### src/rtl/alu_operand_pipe_if.sv
// Handshake bundle for the registered ALU operand-B selector.
// master drives words in and accepts results; slave is the pipe.
interface alu_operand_pipe_if #(
  parameter int WIDTH   = 32,
  parameter int NUM_SRC = 5,
  parameter int SEL_W   = 3
) ();
  logic                     in_valid;
  logic                     in_ready;
  logic [SEL_W-1:0]         sel;
  logic [NUM_SRC*WIDTH-1:0] src_bus;
  logic                     out_valid;
  logic                     out_ready;
  logic [WIDTH-1:0]         result;
  logic [SEL_W-1:0]         out_sel;
  logic                     sel_err;
  logic [1:0]               occupancy;

  modport master (
    output in_valid, sel, src_bus, out_ready,
    input  in_ready, out_valid, result,
    input  out_sel, sel_err, occupancy
  );

  modport slave (
    input  in_valid, sel, src_bus, out_ready,
    output in_ready, out_valid, result,
    output out_sel, sel_err, occupancy
  );
endinterface

### src/rtl/alu_operand_pipe.sv
// ALU operand-B slot selector with per-slot transforms,
// registered behind a 2-entry valid/ready skid buffer.
module alu_operand_pipe #(
  parameter int WIDTH      = 32,
  parameter int NUM_SRC    = 5,
  parameter int SEL_W      = 3,
  parameter int CONST_SLOT = 1,
  parameter int CONST_VAL  = 4,
  parameter int SHIFT_SLOT = 3
) (
  input  logic              clk,
  input  logic              reset_n,
  alu_operand_pipe_if.slave bus
);

  typedef struct packed {
    logic [WIDTH-1:0] data;
    logic [SEL_W-1:0] sel;
    logic             err;
  } word_t;

  typedef enum logic [1:0] {
    S_EMPTY = 2'd0,
    S_ONE   = 2'd1,
    S_FULL  = 2'd2
  } state_e;

  state_e           state_q;
  state_e           state_d;
  logic             in_ready_q;
  logic             out_valid_q;
  word_t            main_q;
  word_t            main_d;
  word_t            skid_q;
  word_t            skid_d;
  word_t            sel_word;
  logic [WIDTH-1:0] slot;
  logic             push;
  logic             pop;

  assign push = bus.in_valid & in_ready_q;
  assign pop  = out_valid_q & bus.out_ready;

  // Pick the addressed slot and apply its transform.
  always_comb begin
    slot     = '0;
    sel_word = '0;
    for (int k = 0; k < NUM_SRC; k++) begin
      if (bus.sel == SEL_W'(k)) begin
        slot = bus.src_bus[k*WIDTH +: WIDTH];
      end
    end
    sel_word.sel = bus.sel;
    if (32'(bus.sel) >= 32'(NUM_SRC)) begin
      sel_word.err = 1'b1;
    end else if (bus.sel == SEL_W'(CONST_SLOT)) begin
      sel_word.data = WIDTH'(CONST_VAL);
    end else if (bus.sel == SEL_W'(SHIFT_SLOT)) begin
      sel_word.data = {slot[WIDTH-3:0], 2'b00};
    end else begin
      sel_word.data = slot;
    end
  end

  // Occupancy FSM and main/skid load steering.
  always_comb begin
    state_d = state_q;
    main_d  = main_q;
    skid_d  = skid_q;
    unique case (state_q)
      S_EMPTY: begin
        if (push) begin
          state_d = S_ONE;
          main_d  = sel_word;
        end
      end
      S_ONE: begin
        if (push && !pop) begin
          state_d = S_FULL;
          skid_d  = sel_word;
        end else if (push && pop) begin
          main_d = sel_word;
        end else if (pop) begin
          state_d = S_EMPTY;
        end
      end
      S_FULL: begin
        if (pop) begin
          state_d = S_ONE;
          main_d  = skid_q;
        end
      end
      default: state_d = S_EMPTY;
    endcase
  end

  // State and handshake flags, registered from next state.
  always_ff @(posedge clk or negedge reset_n) begin
    if (!reset_n) begin
      state_q     <= S_EMPTY;
      in_ready_q  <= 1'b1;
      out_valid_q <= 1'b0;
    end else begin
      state_q     <= state_d;
      in_ready_q  <= (state_d != S_FULL);
      out_valid_q <= (state_d != S_EMPTY);
    end
  end

  // Word storage; held when not loaded.
  always_ff @(posedge clk or negedge reset_n) begin
    if (!reset_n) begin
      main_q <= '0;
      skid_q <= '0;
    end else begin
      main_q <= main_d;
      skid_q <= skid_d;
    end
  end

  assign bus.in_ready  = in_ready_q;
  assign bus.out_valid = out_valid_q;
  assign bus.result    = main_q.data;
  assign bus.out_sel   = main_q.sel;
  assign bus.sel_err   = main_q.err;
  assign bus.occupancy = state_q;

endmodule

### src/flat_wrapper.sv
// flat-port wrapper written by rule: the top's interface ports become plain ports
module alu_operand_pipe_flat 
#(
  parameter int WIDTH      = 32,
  parameter int NUM_SRC    = 5,
  parameter int SEL_W      = 3,
  parameter int CONST_SLOT = 1,
  parameter int CONST_VAL  = 4,
  parameter int SHIFT_SLOT = 3
)
  (clk, reset_n, bus_in_valid, bus_sel, bus_src_bus, bus_out_ready, bus_in_ready, bus_out_valid, bus_result, bus_out_sel, bus_sel_err, bus_occupancy);
  alu_operand_pipe_if #(.WIDTH(WIDTH), .NUM_SRC(NUM_SRC), .SEL_W(SEL_W)) bus_i ();
  input  logic clk;
  input  logic reset_n;
  input wire logic [$bits(bus_i.in_valid)-1:0] bus_in_valid;
  input wire logic [$bits(bus_i.sel)-1:0] bus_sel;
  input wire logic [$bits(bus_i.src_bus)-1:0] bus_src_bus;
  input wire logic [$bits(bus_i.out_ready)-1:0] bus_out_ready;
  output wire logic [$bits(bus_i.in_ready)-1:0] bus_in_ready;
  output wire logic [$bits(bus_i.out_valid)-1:0] bus_out_valid;
  output wire logic [$bits(bus_i.result)-1:0] bus_result;
  output wire logic [$bits(bus_i.out_sel)-1:0] bus_out_sel;
  output wire logic [$bits(bus_i.sel_err)-1:0] bus_sel_err;
  output wire logic [$bits(bus_i.occupancy)-1:0] bus_occupancy;
  assign bus_i.in_valid = bus_in_valid;
  assign bus_i.sel = bus_sel;
  assign bus_i.src_bus = bus_src_bus;
  assign bus_i.out_ready = bus_out_ready;
  assign bus_in_ready = bus_i.in_ready;
  assign bus_out_valid = bus_i.out_valid;
  assign bus_result = bus_i.result;
  assign bus_out_sel = bus_i.out_sel;
  assign bus_sel_err = bus_i.sel_err;
  assign bus_occupancy = bus_i.occupancy;
  alu_operand_pipe #(.WIDTH(WIDTH), .NUM_SRC(NUM_SRC), .SEL_W(SEL_W), .CONST_SLOT(CONST_SLOT), .CONST_VAL(CONST_VAL), .SHIFT_SLOT(SHIFT_SLOT)) u_core (.clk(clk), .reset_n(reset_n), .bus(bus_i));
endmodule
### config.mk
export PLATFORM = sky130hd
export DESIGN_NAME = alu_operand_pipe_flat
export DESIGN_NICKNAME = d
export VERILOG_FILES = /design/src/rtl/alu_operand_pipe_if.sv /design/src/rtl/alu_operand_pipe.sv /design/src/flat_wrapper.sv
export SDC_FILE = /design/constraint.sdc
export NUM_CORES = 1
export LEC_CHECK = 0
export BUFFER_PORTS_ARGS = -buffer_cell sky130_fd_sc_hd__buf_2
export CAP_MARGIN = 30
export CORE_MARGIN = 5
export CORE_UTILIZATION = 42
export CTS_CLUSTER_SIZE = 24
export DETAILED_ROUTE_END_ITERATION = 7
export GPL_ROUTABILITY_DRIVEN = 0
export PLACE_DENSITY = 0.76
export SYNTH_ARGS = -nofsm -noshare
export SYNTH_HDL_FRONTEND = slang
export SYNTH_SLANG_ARGS = --single-unit
### constraint.sdc
create_clock -name clk -period 1.6 [get_ports clk]
set_input_delay 0.24 -clock clk [delete_from_list [all_inputs] [get_ports clk]]
set_output_delay 0.24 -clock clk [all_outputs]
set_load 0.05 [all_outputs]
==> results.cfg, run 1 <==
[run_status]
outcome = complete, but fails checks
violations = negative setup slack

[power_and_ir_drop]
power_mw = 11.8
power.density_nw_per_um2 = 1920
ir_drop_v = 0.000908
p_leak_nw = 2.84

[job]
drv_cap = 0

[cells_and_area]
seq_area_um2 = 1910
n_fill_cell = 867
multi_input_area_um2 = 2370
fin_nets = 780
fin_cells = 754
final_layout_size_suffix_gt1_share_pct = 46.3
antennaDiodeCount = 0
area_delta_synth_final_pct = 42.7
utilization_pct = 60.4

[clocking]
ctsRootBufferMaster = clkbuf_8
path_clk_slew_ns = 0.09
cts_tree = yes
cts.sinks = 76
htreeDepth = 3
numCtsBuffers = 9
clk_latency_ns = 0.34
clockBufferDepth = 2

[placement]
place_hpwl_mm = 8.97
dp_cells = 725
portBuffers = 172

[global_route]
antenna_found_initial = 0
track_usage_pct = 19.5
grt_pass1_vias = 4250
grt_first_pass_wirelength_mm = 20.2
grt_max_degree = 53
grt.overflow.total = 0

[die]
dieArea_um2 = 12400
rows = 37
fp.dieH_um = 111
pin_count = 207
core_area_um2 = 10200
die_w_um = 111
start_util_pct = 42.3

[worst_setup_path]
worstSetupEndpointType = flip-flop
arrival_ns = 1.96
path_class = reg2reg
crit_fanout = 10
required_ns = 1.82
critical_path.startpoint_type = flip-flop

[synth]
synthesis.nets = 593
synth_edf_count = 0
yosysTopAreaCell = dfrtp_1
syn_inst = 426
synth_cell_type_count = 39
ys_top_cells_by_area = dfrtp_1, mux2i_1, o221ai_1, o21a_1, a21oi_1
async_reset_ff_share_pct = 100
synth.most_common_cell = dfrtp_1
synth_top_area_share_pct = 43.6
synthesis.area_um2 = 4310
seq_area_frac_synth_pct = 44.2
yosys_register_bits = 76
synth-main-ff-cell = dfrtp_1
synth_warnings = 0
syn_area_per_cell_um2 = 10.1
yosys-top-cells-count = dfrtp_1, mux2i_1, o221ai_1

[timing]
fmax_mhz = 577
slew_headroom_pct = 64.4
holdWs_ns = 0.230
rsz0062_at_grt = true
clock-skew-final_ns = 0.0139
finalCritPeriodShare_pct = 108
drv_slew = 0
setup-tns-final_ns = -4.73
setup_viol = 64
final.setup.worst_slack_ns = -0.135
finalHoldViolCount = 0
finalCriticalPeriod_ns = 1.73
tightest_slew_ns = 0.533

[drt]
vias_per_cell = 5.56
drt_first_pass_iters = 4
vias = 4192
drc = 0
drt-initial-drc-count = 158
final_antenna_net_count = 0
wl_mm = 13.2
wl_per_cell_um = 17.4

[min_path]
hold_path.class = in2async
-- critical path: stages (launching register included) --
cell	delay [ns]
dfstp_4	0.64
nand4b_1	0.18
a21oi_4	0.25
buf_12	0.15
buf_12	0.14
o221ai_1	0.11
o21a_1	0.13
-- cell type report --
type	instances	share of cell area, %
Tap cell	136	2.77
Multi-Input combinational cell	303	38.5
Sequential cell	76	31.1
Timing Repair Buffer	220	23.8
Clock inverter	4	1.18
Inverter	3	0.183
Clock buffer	12	2.52
-- path summary, 6_finish.rpt --
| kind | end | slack [ns] | from | cells after the start |
|---|---|---|---|---|
| worst max-delay path | u_core.skid_q[23] | -0.13 | u_core.bus.in_ready | 6 |
| worst min-delay path | u_core.bus.occupancy[1] | 0.23 | reset_n | 2 |
| worst max register to register | u_core.skid_q[23] | -0.13 | u_core.bus.in_ready | 6 |
| worst min register to register | u_core.skid_q[11] | 0.49 | u_core.skid_q[11] | 1 |
| max in group asynchronous | u_core.bus.result[19] | 0.80 | reset_n | 3 |
| min in group clk | u_core.bus.in_ready | 0.26 | bus_out_ready | 3 |
-- what timing repair did --
| action | CTS | global route |
|---|---|---|
| setup endpoints to repair | 57 | 68 |
| pin swaps | 1 | 3 |
| hold buffers | 1 | 0 |
| setup buffers | 2 | 5 |
| resized for setup | 12 | 26 |
| gates cloned | 0 | 5 |
| endpoints found under the hold margin | 76 | 0 |
-- metal layers --
layer,track usage (%),wire length (um),vias up
li1,-,-,2004
met1,23.9,5450,2026
met2,35.1,6840,145
met3,3.00,670,17
met4,6.33,197,0
met5,0,0,-
-- report_power, final --
group | switching, mW | internal (mW) | total (mW)
clock | 0.704 | 0.963 | 1.67
combinational | 4.05 | 2.57 | 6.61
sequential | 0.577 | 2.94 | 3.51
total | 5.33 | 6.47 | 11.8
-- kinds of logic after synthesis --
family / synth area share [%]
xor gates and xnor gates: 0.203
buffers and inverters: 5.92
AOI/OAI and AO/OA: 27.5
DFF: 44.2
and+or+nand+nor: 8.28
muxes: 13.9
-- layout by cell type (no fill, tap or decap), drive strengths merged, types with 2 or more instances in the layout --
cell type,count
nor2,41
a2bb2oi,3
a221o,4
and3,5
a31oi,4
a21oi,33
buf,214
dfrtp,75
o21ai,28
mux2i,52
a211oi,3
nand2,14
nor3,4
nand2b,5
clkbuf,17
o21a,25
o221ai,50
o22a,5
inv,3
or2,4
mux2,7
a22oi,3
bufinv,2
nor2b,2
a32o,2
-- per-stage QoR --
stage	instance area, um^2	setup WS, ns
CTS	5860	-0.0924
finish	6150	-0.135
global route	6150	-0.185
global placement	5550	-0.0600
detailed placement	5550	-0.120
floorplan	4390	-0.0931
-- registers in the layout (all words and copies together) (netlist names) --
register / cells
u_core.bus.occupancy: 2
u_core.skid_q: 36
u_core.bus.result: 32
u_core.bus.out_sel: 3
u_core.bus.sel_err: 1
u_core.bus.out_valid: 1
u_core.bus.in_ready: 1
No activity file was read; power rests on OpenSTA's default activity.
==> run 2, diff against run 1 <==
- PLACE_DENSITY: 0.76 -> 0.8
==> results.cfg, run 2 (synthesis gave the netlist of run 1 again) <==
[worst_setup_path]
path_class = reg2reg
reg2reg_to = u_core.skid_q[0]
critical_path.startpoint_type = flip-flop
crit_chain = nand4b_1, a21oi_4, buf_4, buf_6, buf_8, buf_16, nand3_2, o21ai_2
critPathLaunch = u_core.bus.in_ready
slowest_stage = dfstp_4
cpPeakStageDelay_ns = 0.64
cp_top_family = flip-flops
crit_buf_inv = 4
reg2regPathDepth = 8
required_ns = 1.88
r2r_slack_ns = -0.19
r2r-start = u_core.bus.in_ready
crit_fanout = 6
worstSetupEndpointType = flip-flop
cp-endpoint = u_core.skid_q[0]
arrival_ns = 2.07
cp.depth = 8

[cells_and_area]
multi_input_area_um2 = 2330
largest_reg_flops = 36
fin_nets = 784
area_delta_synth_final_pct = 42.2
antennaDiodeCount = 0
utilization_pct = 60.2
final_common_cell = buf_2
seq_area_um2 = 1910
layout_common_cells = buf_2, dfrtp_1, mux2i_1
n_fill_cell = 835
final_layout_size_suffix_gt1_share_pct = 46.4
top_register = u_core.skid_q

[drt]
wl_per_cell_um = 17.3
drc = 0
vias = 4229
drt-initial-drc-count = 220
final_antenna_net_count = 0
drt_first_pass_iters = 4
wl_mm = 13.1
vias_per_cell = 5.59

[die]
fp.dieH_um = 111
pin_count = 207
die_w_um = 111
rows = 37
core_area_um2 = 10200
start_util_pct = 42.3
dieArea_um2 = 12400

[clocking]
cts_tree = yes
clk_latency_ns = 0.35
cts.sinks = 76
clockBufferDepth = 2
ctsRootBufferMaster = clkbuf_8
numCtsBuffers = 9
path_clk_slew_ns = 0.08
htreeDepth = 3

[run_status]
violations = negative setup slack
outcome = complete, but fails checks

[global_route]
grt_max_degree = 73
track_usage_pct = 18.7
grt_pass1_vias = 4140
antenna_found_initial = 0
grt_first_pass_wirelength_mm = 19.3
grt.overflow.total = 0

[timing]
fmax_mhz = 558
drv_slew = 0
setup_viol = 70
clock-skew-final_ns = 0.0120
rsz0062_at_grt = true
tightest_slew_ns = 0.598
finalCriticalPeriod_ns = 1.79
slew_headroom_pct = 60.0
final.setup.worst_slack_ns = -0.193
finalHoldViolCount = 0
finalCritPeriodShare_pct = 112

[power_and_ir_drop]
power.density_nw_per_um2 = 1860
ir_drop_v = 0.000979
power_mw = 11.4
p_leak_nw = 2.83

[job]
drv_cap = 0

[placement]
place_hpwl_mm = 8.70
portBuffers = 172

[min_path]
hold_path.class = in2async
-- run 2: changes by cell type in the layout (fill, tap and decap cells not counted), sizes merged --
| cell | before | now |
|---|---|---|
| clkbuf | 17 | 16 |
| bufinv | 2 | 0 |
| clkinv | 1 | 5 |
| buf | 214 | 216 |
-- run 2: what timing repair did --
item                                   4_1_cts  5_1_grt
endpoints found under the hold margin       76        0
setup endpoints to repair                   66       67
hold buffers                                 1        0
pin swaps                                    1        3
resized for setup                           10       33
cloned                                       1        6
buffers inserted                             5        7
-- run 2: worst min-delay path by stage --
stage,start,to,depth (start not counted)
after floorplan,reset_n,u_core.bus.occupancy[0],0
after global placement,reset_n,u_core.bus.out_valid,1
after detailed placement,reset_n,u_core.bus.out_valid,1
after CTS,reset_n,u_core.bus.out_valid,2
after global routing,reset_n,u_core.bus.occupancy[0],2
final,reset_n,u_core.bus.out_valid,2
-- run 2: final cells by class --
| cell class | count | share of cell area [%] |
|---|---|---|
| Inverter | 3 | 0.184 |
| Tap cell | 136 | 2.78 |
| Clock buffer | 9 | 2.02 |
| Multi-Input combinational cell | 303 | 38.0 |
| Sequential cell | 76 | 31.2 |
| Timing Repair Buffer | 224 | 25.3 |
| Clock inverter | 6 | 0.531 |
-- run 2: metrics by stage --
stage               hold slack (ns)  setup WS, ns  area (um^2)  std cells  setup TNS (ns)
global placement             0.0500       -0.0936         5530        722           -1.58
finish                        0.250        -0.193         6130        757           -7.47
floorplan                   -0.0556       -0.0931         4390        426           -2.40
detailed placement           0.0541        -0.144         5530        722           -4.48
CTS                           0.229       -0.0881         5800        744           -1.21
global route                  0.247        -0.231         6130        757          -10.43
-- run 2: routing by layer --
metal	GRT usage, %	share of wire [%]	wire length, um	vias to the layer above
met2	33.4	51	6630	169
met5	0	0	0	-
met4	9.00	3.4	449	0
met1	21.9	41	5360	2022
li1	-	-	-	2001
met3	2.73	5.2	678	37
-- run 2: power by group --
part	switching (mW)	internal, mW	total, mW
registers	0.596	2.94	3.53
clock network	0.697	0.540	1.24
logic	4.06	2.59	6.64
total	5.35	6.07	11.4
